$ cat src/rtl/reaction_pkg.sv
// Shared types and constants for the reaction-timer display path.
package reaction_pkg;

    localparam int unsigned BCD_W      = 4;
    localparam int unsigned NUM_DIGITS = 4;
    localparam int unsigned LFSR_W     = 16;

    localparam logic [LFSR_W-1:0] LFSR_SEED = 16'hACE1;
    // Fibonacci taps 16,14,13,11 expressed as bit positions 0,2,3,5 of a right-shifting register
    localparam logic [LFSR_W-1:0] LFSR_TAPS = 16'h002D;

    typedef enum logic [2:0] {
        S_IDLE   = 3'd0,
        S_WAIT   = 3'd1,
        S_TIMING = 3'd2,
        S_RESULT = 3'd3,
        S_FAULT  = 3'd4
    } state_t;

    // Index 0 is the thousandths digit, index 3 the seconds digit.
    typedef logic [NUM_DIGITS-1:0][BCD_W-1:0] bcd_digits_t;

    function automatic logic [LFSR_W-1:0] lfsr_next(input logic [LFSR_W-1:0] cur);
        return {^(cur & LFSR_TAPS), cur[LFSR_W-1:1]};
    endfunction

endpackage

$ cat src/rtl/bcd_counter4.sv
// Four-digit BCD up-counter with synchronous clear that saturates at 9999.
module bcd_counter4
    import reaction_pkg::*;
(
    input  logic        clk,
    input  logic        rst,
    input  logic        clr,
    input  logic        inc,
    output bcd_digits_t digits,
    output logic        max
);

    bcd_digits_t digits_nxt;
    logic        carry;
    logic        max_nxt;

    // Ripple the increment through the digits; a saturated count never moves.
    always_comb begin
        digits_nxt = digits;
        carry      = inc && !max;
        for (int i = 0; i < int'(NUM_DIGITS); i++) begin
            if (carry) begin
                if (digits[i] == BCD_W'(9)) begin
                    digits_nxt[i] = '0;
                end else begin
                    digits_nxt[i] = digits[i] + BCD_W'(1);
                    carry         = 1'b0;
                end
            end
        end
        if (clr) begin
            digits_nxt = '0;
        end
        max_nxt = 1'b1;
        for (int i = 0; i < int'(NUM_DIGITS); i++) begin
            if (digits_nxt[i] != BCD_W'(9)) begin
                max_nxt = 1'b0;
            end
        end
    end

    always_ff @(posedge clk) begin
        if (rst) begin
            digits <= '0;
            max    <= 1'b0;
        end else begin
            digits <= digits_nxt;
            max    <= max_nxt;
        end
    end

endmodule

$ cat src/rtl/reaction_timer_ctrl.sv
// Sequences one reaction-time round: random wait, cue, BCD ms count, frozen result.
// Define EARLY_PRESS_DETECT_EN to send a stop press during the wait to the FAULT state.
module reaction_timer_ctrl
    import reaction_pkg::*;
#(
    parameter int unsigned TICK_DIV     = 50000,
    parameter int unsigned DELAY_MIN_MS = 1000,
    parameter int unsigned DELAY_BITS   = 11
) (
    input  logic             clk,
    input  logic             rst,
    input  logic             start_btn,
    input  logic             stop_btn,
    output logic [2:0]       state,
    output logic [BCD_W-1:0] ones,
    output logic [BCD_W-1:0] tenths,
    output logic [BCD_W-1:0] hundreths,
    output logic [BCD_W-1:0] thousandths,
    output logic             cue_led,
    output logic             timeout
);

    localparam int unsigned TICK_W  = (TICK_DIV > 1) ? $clog2(TICK_DIV) : 1;
    localparam int unsigned DELAY_W = $clog2(DELAY_MIN_MS + (1 << DELAY_BITS));

    state_t              state_q;
    state_t              state_d;
    logic [LFSR_W-1:0]   lfsr;
    logic                start_q;
    logic                stop_q;
    logic                start_press;
    logic                stop_press;
    logic [TICK_W-1:0]   tick_cnt;
    logic                running;
    logic                tick;
    logic [DELAY_W-1:0]  delay_ms;
    logic                load_delay;
    logic                bcd_clr;
    logic                bcd_inc;
    logic                bcd_max;
    logic                timeout_set;
    bcd_digits_t         digits;

    assign start_press = start_btn && !start_q;
    assign stop_press  = stop_btn && !stop_q;
    assign running     = (state_q == S_WAIT) || (state_q == S_TIMING);
    assign tick        = running && (tick_cnt == TICK_W'(TICK_DIV - 1));

    always_ff @(posedge clk) begin
        if (rst) begin
            state_q <= S_IDLE;
        end else begin
            state_q <= state_d;
        end
    end

    // Stop outranks start and tick in WAIT/TIMING; start only acts in IDLE/RESULT/FAULT.
    always_comb begin
        state_d     = state_q;
        load_delay  = 1'b0;
        bcd_inc     = 1'b0;
        timeout_set = 1'b0;
        case (state_q)
            S_IDLE: begin
                if (start_press) begin
                    state_d    = S_WAIT;
                    load_delay = 1'b1;
                end
            end
            S_WAIT: begin
`ifdef EARLY_PRESS_DETECT_EN
                if (stop_press) begin
                    state_d = S_FAULT;
                end else
`endif
                if (tick && delay_ms == DELAY_W'(1)) begin
                    state_d = S_TIMING;
                end
            end
            S_TIMING: begin
                if (stop_press) begin
                    state_d = S_RESULT;
                end else if (tick) begin
                    if (bcd_max) begin
                        state_d     = S_RESULT;
                        timeout_set = 1'b1;
                    end else begin
                        bcd_inc = 1'b1;
                    end
                end
            end
            S_RESULT: begin
                if (start_press) begin
                    state_d    = S_WAIT;
                    load_delay = 1'b1;
                end
            end
`ifdef EARLY_PRESS_DETECT_EN
            S_FAULT: begin
                if (start_press) begin
                    state_d = S_IDLE;
                end
            end
`endif
            default: state_d = S_IDLE;
        endcase
        // Only the RESULT state keeps the digits it was entered with.
        bcd_clr = (state_d != state_q) && (state_d != S_RESULT);
    end

    always_ff @(posedge clk) begin
        if (rst) begin
            lfsr     <= LFSR_SEED;
            start_q  <= 1'b0;
            stop_q   <= 1'b0;
            tick_cnt <= '0;
            delay_ms <= '0;
            cue_led  <= 1'b0;
            timeout  <= 1'b0;
        end else begin
            lfsr    <= lfsr_next(lfsr);
            start_q <= start_btn;
            stop_q  <= stop_btn;

            if (state_d != state_q || !running || tick) begin
                tick_cnt <= '0;
            end else begin
                tick_cnt <= tick_cnt + TICK_W'(1);
            end

            if (load_delay) begin
                delay_ms <= DELAY_W'(DELAY_MIN_MS) + DELAY_W'(lfsr[DELAY_BITS-1:0]);
            end else if (state_q == S_WAIT && tick) begin
                delay_ms <= delay_ms - DELAY_W'(1);
            end

            cue_led <= (state_d == S_TIMING);

            if (timeout_set) begin
                timeout <= 1'b1;
            end else if (state_d != S_RESULT) begin
                timeout <= 1'b0;
            end
        end
    end

    bcd_counter4 u_count (
        .clk    (clk),
        .rst    (rst),
        .clr    (bcd_clr),
        .inc    (bcd_inc),
        .digits (digits),
        .max    (bcd_max)
    );

    assign state       = state_q;
    assign ones        = digits[3];
    assign tenths      = digits[2];
    assign hundreths   = digits[1];
    assign thousandths = digits[0];

endmodule

$ cat config.mk
export PLATFORM = sky130hd
export DESIGN_NAME = reaction_timer_ctrl
export DESIGN_NICKNAME = d
export VERILOG_FILES = /design/src/rtl/reaction_pkg.sv /design/src/rtl/bcd_counter4.sv /design/src/rtl/reaction_timer_ctrl.sv
export SDC_FILE = /design/constraint.sdc
export NUM_CORES = 1
export LEC_CHECK = 0
export BUFFER_PORTS_ARGS = -buffer_cell sky130_fd_sc_hd__buf_4
export CORE_MARGIN = 3
export CORE_UTILIZATION = 59
export DETAILED_ROUTE_END_ITERATION = 12
export GPL_TIMING_DRIVEN = 1
export PLACE_DENSITY = 0.82
export SYNTH_ARGS = -nofsm -noshare
export SYNTH_HDL_FRONTEND = slang
export SYNTH_HIERARCHICAL = 1
export SYNTH_SLANG_ARGS = --single-unit
$ cat constraint.sdc
create_clock -name clk -period 3.9 [get_ports clk]
set_clock_uncertainty 0.1 [all_clocks]
set_input_delay 0.195 -clock clk [delete_from_list [all_inputs] [get_ports clk]]
set_output_delay 0.195 -clock clk [all_outputs]
set_load 0.03 [all_outputs]
==> flow_metrics.py, run 1 <==
metrics = {
    "clocking": {
        "h-tree-depth": 3,
        "clk-insertion-delay-late_ns": 0.33,
        "cts_tree": "built",
        "clkTransAtPathRegs_ns": 0.06,
        "numCtsBuffers": 9,
        "cts_root_buf": "clkbuf_8",
        "clock_path_buffers": 2,
        "cts_sinks": 68,
    },
    "synth": {
        "syn_avg_cell_area_um2": 8.76,
        "syn_inst": 374,
        "yosysWarnings": 6,
        "yosys.area.top_type": "dfxtp_1",
        "synth-main-ff-cell": "dfxtp_1",
        "synth_top_area_share_pct": 41.6,
        "synth_enable_flop_cells": 0,
        "postSynth.asyncResetShare_pct": 0,
        "synth-seq-cells": 68,
        "synth_area_leaders": "dfxtp_1 (42%), xor2_1 (5.6%), nor2_1 (5.0%), xnor2_1 (3.5%), nor2b_1 (3.2%)",
        "synthDistinctLibCells": 61,
        "syn_area_um2": 3270,
        "yosysSeqAreaShare_pct": 41.6,
        "syn-num-nets": 384,
    },
    "power_and_ir_drop": {
        "p_sw_mw": 0.308,
        "switching_share_pct": 22.2,
        "power_leakage_nw": 1.35,
        "power_frac_comb_pct": 6.1,
        "worst_ir_drop_vdd_v": 0.000289,
        "power.total_mw": 1.39,
        "seq_power_share_pct": 52.7,
        "power_frac_clock_pct": 41.2,
        "p_int_mw": 1.08,
        "p_per_area_nw_per_um2": 379,
    },
    "worst_setup_path": {
        "slowest_delay_ns": 0.53,
        "reg2reg_to": "u_count/max",
        "required_ns": 4.05,
        "r2r_cells": 10,
        "start_kind": "flop",
        "critical-path-slowest-cell": "or4b_1",
        "critPathMaxFanout": 10,
        "path_cells": "nor4b_2 > nand4_2 > or2_1 > nor4_1 > nor2b_1 > buf_4 > nand4b_4 > xor2_1 > or4b_1 > nor4_2",
        "reg2reg_slack_ns": 0.84,
        "criticalPathCategory": "reg2reg",
        "critPathCaptureType": "flop",
        "r2r_start": "tick_cnt[4]",
        "critPathArrivalTime_ns": 3.21,
    },
    "routing": {
        "drc_errors": 0,
        "drt-total-wl_um": 6370,
        "drtPass1Iterations": 4,
        "post_drt_wl_per_cell_um": 13.6,
        "vias": 2645,
        "ant_nets": 0,
        "drtIter0Drc": 142,
        "via_per_inst": 5.65,
    },
    "global_routing": {
        "antenna_found_initial": 0,
        "grt_pass1_wl_um": 10900,
        "track_usage_pct": 21.5,
        "gr-total-overflow": 0,
        "grt_pass1_vias": 2405,
        "grt_max_degree": 36,
    },
    "sta": {
        "rsz0062_at_grt": "no",
        "worst_pin_slew_ns": 0.714,
        "setup_viol": 0,
        "whs_ns": 0.146,
        "fmax_mhz": 326,
        "hold_viol_final": 0,
        "final.period_utilization_pct": 78.6,
        "tns_ns": 0,
        "period_minus_slack_ns": 3.06,
        "setup_slack_ns": 0.836,
        "slew-limit-headroom_pct": 52.0,
        "drv_slew": 0,
    },
    "finish": {
        "drive_above_1_share_pct": 14.1,
        "fin_util_pct": 70.2,
        "layout_commonest_cell": "dfxtp_1",
        "mostFrequentLayoutCells": "dfxtp_1 (68), nor2_1 (44), buf_4 (25)",
        "diodes": 0,
        "layout.nets": 403,
        "syn_to_final_growth_pct": 12.3,
        "fill_cells": 408,
    },
    "floorplanning": {
        "dieHeight_um": 80.5,
        "core_area_um2": 5240,
        "die_area_um2": 6480,
        "die_x_um": 80.5,
        "pin_count": 25,
        "initial_utilization_pct": 62.5,
        "rows": 26,
    },
    "run": {
        "max_cap_violations": 0,
    },
    "min_path": {
        "holdPathStages": 2,
        "hp-start": "rst",
        "whs_endpoint": "start_q",
        "holdCritPathClass": "in2reg",
    },
    "place": {
        "pre_cts_ws_ns": 0.858,
        "gp_congestion": 0.774,
        "hpwl_um": 4470,
        "io_buffers": 24,
    },
    "outcome": {
        "status": "finished, final reports clean",
    },
}
==> worst max-delay path, delay by kind of cell, from the launching register on <==
kind,cells,cell delay (ns)
simple gates,8,2.15
flops,1,0.36
buf+inv,1,0.19
xor+xnor,1,0.16
==> per-stage QoR <==
stage | instances | cell area [um^2]
floorplan | 374 | 3270
global route | 468 | 3680
finish | 468 | 3680
CTS | 468 | 3680
global placement | 450 | 3460
detailed placement | 450 | 3460
==> per-layer routing <==
layer | up-vias | GRT usage, % | part of all wire (%) | wire length (um)
met1 | 1242 | 28.4 | 47 | 2980
met4 | 0 | 8.45 | 1.2 | 77
li1 | 1342 | - | - | -
met5 | - | 0 | 0 | 0
met3 | 8 | 4.60 | 4.4 | 283
met2 | 53 | 34.0 | 48 | 3030
==> registers in the layout, indices dropped and copies added (netlist names) <==
register / count
u_count/max: 1
start_q: 1
u_count/digits: 16
tick_cnt: 16
stop_q: 1
cue_led: 1
delay_ms: 12
timeout: 1
lfsr: 16
state: 3
==> worst max-delay path by stage <==
stage	startpoint	to	cells after the start
6_report	tick_cnt[4]	u_count/max	10
5_1_grt	tick_cnt[4]	u_count/max	10
4_1_cts	tick_cnt[4]	u_count/max	10
3_5_place_dp	tick_cnt[4]	u_count/max	10
3_3_place_gp	tick_cnt[0]	u_count/max	11
2_1_floorplan	tick_cnt[0]	u_count/max	12
==> final cells by class <==
type,count,area (um^2),share of cell area (%)
Multi-Input combinational cell,276,1780,48.5
Sequential cell,68,1360,37.0
Timing Repair Buffer,27,208,5.65
Clock buffer,15,166,4.53
Tap cell,70,87.6,2.38
Inverter,11,41.3,1.12
Clock inverter,1,30.0,0.817
==> cells in the mapped netlist (all sizes together) (6+ instances only) <==
cell,count
a211oi,6
nor2b,17
or3,7
xnor2,13
nand4,9
nor2,44
nand2,21
inv,11
a21oi,17
o21ai,12
dfxtp,68
nor3,16
xor2,21
clkbuf,14
or2,9
nand3,15
ha,6
==> kinds of logic (layout without fill, tap and decap cells) <==
group	after synthesis	in the layout	share of synthesized area, %
muxes	1	1	0.344
other	1	1	0.115
xor gates and xnor gates	34	34	9.09
DFF	68	68	41.6
adders and majority gates	6	6	2.29
buffers and inverters	30	54	4.01
AOI/OAI and AO/OA	59	59	11.6
and+or+nand+nor	175	175	31.0
==> repair_timing <==
item	in CTS	in global routing
setup endpoints to repair	0	0
endpoints found under the hold margin	2	0
setup buffers	0	0
gates resized for setup	0	0
hold buffers	2	0
==> power by group through the flow <==
stage               clock network, mW  registers, mW  logic (mW)
floorplan                           0          0.744      0.0666
global placement                    0          0.747      0.0815
detailed placement                  0          0.748      0.0828
CTS                             0.583          0.733      0.0852
global route                    0.615          0.736      0.0958
finish                          0.574          0.733      0.0848
No activity file was read; power rests on OpenSTA's default activity.
==> run 2, diff against run 1 <==
Settings changed: CORE_UTILIZATION 59 to 54, PLACE_DENSITY 0.82 to 0.8.
Clock period 3.9 ns to 2.7 ns, I/O delays scaled along.
==> run 2 against run 1 <==
  * Die area is 8.6% higher
  * Critical path depth is 2 higher
  * Count of clock-buffer cells in the layout is 6 lower
  * First-iteration DRC count is 15% higher
  * Flip-flop and latch count stayed put
  * Combinational power is 62% higher
  * Core utilization is 0.96 points lower
  * Via count is 2.9% higher
  * Routed wire length is 13% higher
  * Non-clock buffer count is 21 higher
  * Power is 48% higher
  * Setup slack worse by 0.80 ns
  * Critical path type unchanged
==> flow_metrics.py, run 2 (synthesis results as in run 1) <==
metrics = {
    "finish": {
        "syn_to_final_growth_pct": 20.0,
        "fin_util_pct": 69.2,
        "layout_commonest_cell": "dfxtp_1",
        "seq_area_um2": 1360,
        "mostFrequentLayoutCells": "dfxtp_1 (66), buf_4 (45), nor2_1 (44)",
        "top_regs": "lfsr x16, tick_cnt x16, u_count/digits x16",
        "fill_cells": 452,
        "multiInputGateArea_um2": 1850,
        "drive_above_1_share_pct": 22.4,
        "layout.nets": 424,
        "fin_area_um2": 3930,
        "diodes": 0,
    },
    "routing": {
        "drtIter0Drc": 163,
        "drc_errors": 0,
        "vias": 2721,
        "post_drt_wl_per_cell_um": 14.6,
        "via_per_inst": 5.54,
        "drt-total-wl_um": 7190,
        "drtPass1Iterations": 4,
        "ant_nets": 0,
    },
    "worst_setup_path": {
        "critical-path-slowest-cell": "or4b_4",
        "slowest_delay_ns": 0.49,
        "path_cells": "ha_2 > and3_1 > buf_4 > nand2_1 > nor3b_2 > nand3_1 > o21ai_0 > a211o_1 > nor3b_2 > nand4b_1 > or4b_4 > nor4_2",
        "cpMostUsedCell": "nor3b_2",
        "critPathMaxFanout": 4,
        "crit_buf_inv": 1,
        "critPathCaptureType": "flop",
        "critPathArrivalTime_ns": 2.83,
        "required_ns": 2.87,
        "start_kind": "flop",
        "criticalPathCategory": "reg2reg",
        "crit_family": "simple AND/OR/NAND/NOR gates",
    },
    "global_routing": {
        "grt_use_met1_pct": 26.3,
        "grt_pass1_wl_um": 12100,
        "gr-total-overflow": 0,
        "grt_pass1_vias": 2641,
        "grt_max_degree": 36,
        "antenna_found_initial": 0,
        "track_usage_pct": 21.0,
        "top_usage_layer": "met2",
        "grtUsageMet2_pct": 33.6,
        "use_met3_pct": 5.53,
    },
    "power_and_ir_drop": {
        "power_frac_clock_pct": 42.0,
        "power_leakage_nw": 1.48,
        "p_sw_mw": 0.526,
        "seq_power_share_pct": 51.3,
        "switching_share_pct": 25.6,
        "p_per_area_nw_per_um2": 524,
        "power_frac_comb_pct": 6.7,
        "worst_ir_drop_vdd_v": 0.000384,
        "p_int_mw": 1.53,
    },
    "floorplanning": {
        "pin_count": 25,
        "die_area_um2": 7030,
        "core_area_um2": 5680,
        "rows": 27,
        "die_x_um": 83.9,
        "dieHeight_um": 83.9,
        "initial_utilization_pct": 57.7,
    },
    "sta": {
        "slew-limit-headroom_pct": 51.2,
        "setup_viol": 0,
        "drv_slew": 0,
        "fmax_mhz": 375,
        "worst_pin_slew_ns": 0.727,
        "tns_ns": 0,
        "hold_viol_final": 0,
        "rsz0062_at_grt": "yes",
        "period_minus_slack_ns": 2.67,
        "final.period_utilization_pct": 98.7,
    },
    "clocking": {
        "clkTransAtPathRegs_ns": 0.08,
        "clock_path_buffers": 2,
        "clk-insertion-delay-late_ns": 0.35,
        "numCtsBuffers": 9,
        "cts_tree": "built",
        "cts_sinks": 68,
        "postCtsSetupBuffers": 0,
        "cts_root_buf": "clkbuf_8",
        "h-tree-depth": 3,
    },
    "place": {
        "gp_congestion": 0.849,
        "io_buffers": 24,
        "hpwl_um": 4940,
        "place_area_um2": 3650,
    },
    "outcome": {
        "status": "finished, final reports clean",
    },
    "min_path": {
        "holdCritPathClass": "in2reg",
    },
    "run": {
        "max_cap_violations": 0,
    },
}
-- run 2: cell count changes in the layout (fill, tap and decap cells not counted), sizes merged --
cell      previous run  this run
clkbuf              15         9
buf                 25        46
clkinvlp             0         2
inv                 11        15
-- run 2: layer usage --
| metal | part of all wire [%] | vias to the layer above |
|---|---|---|
| met5 | 0 | - |
| met4 | 1.7 | 0 |
| met3 | 3.6 | 13 |
| met2 | 48 | 40 |
| met1 | 47 | 1278 |
| li1 | - | 1390 |
-- run 2: path summary, 6_finish.rpt --
kind	start	endpoint	slack (ns)	cells after the start
worst min-delay path	rst	lfsr[14]	0.07	2
worst max register to register	tick_cnt[0]	u_count/max	0.03	12
worst max-delay path	tick_cnt[0]	u_count/max	0.03	12
worst min register to register	lfsr[11]	lfsr[10]	0.31	1
-- run 2: power by group through the flow --
stage	clock (mW)	sequential, mW	combinational [mW]
detailed placement	0	1.08	0.133
CTS	0.884	1.06	0.136
floorplan	0	1.07	0.0964
global placement	0	1.08	0.128
global route	0.930	1.06	0.153
finish	0.865	1.06	0.137
-- run 2: worst register-to-register path, delay by kind of cell, from the launching register on --
| family | cells | cell delay, ns |
|---|---|---|
| and+or+nand+nor | 8 | 1.40 |
| AOI/OAI and AO/OA | 2 | 0.41 |
| DFF | 1 | 0.34 |
| adders and majority gates | 1 | 0.19 |
| buffers and inverters | 1 | 0.16 |
-- run 2: timing repair --
item	CTS	global route
pin swaps	1	4
hold endpoints to repair	2	0
setup endpoints to repair	2	4
resized for setup	4	9
hold buffers	2	0
gates cloned	0	0
-- run 2: area by class of cell --
cell class | count | area share (%)
clock inverters | 7 | 2.04
repair buffers | 48 | 9.62
inverters | 11 | 1.05
flip-flops and latches | 68 | 34.7
clock buffers | 9 | 3.15
multi-input cells | 276 | 47.1
well taps | 72 | 2.29
-- run 2: through the flow --
stage	worst slack (ns)	total power [mW]	hold WS (ns)	std cells
after floorplan	0.00746	1.17	0.112	374
after global placement	0.0587	1.21	0.271	473
after detailed placement	-0.0616	1.21	0.285	473
after CTS	0.00385	2.08	0.0516	491
after global routing	-0.0990	2.14	0.0723	491
final	0.0346	2.06	0.0663	491
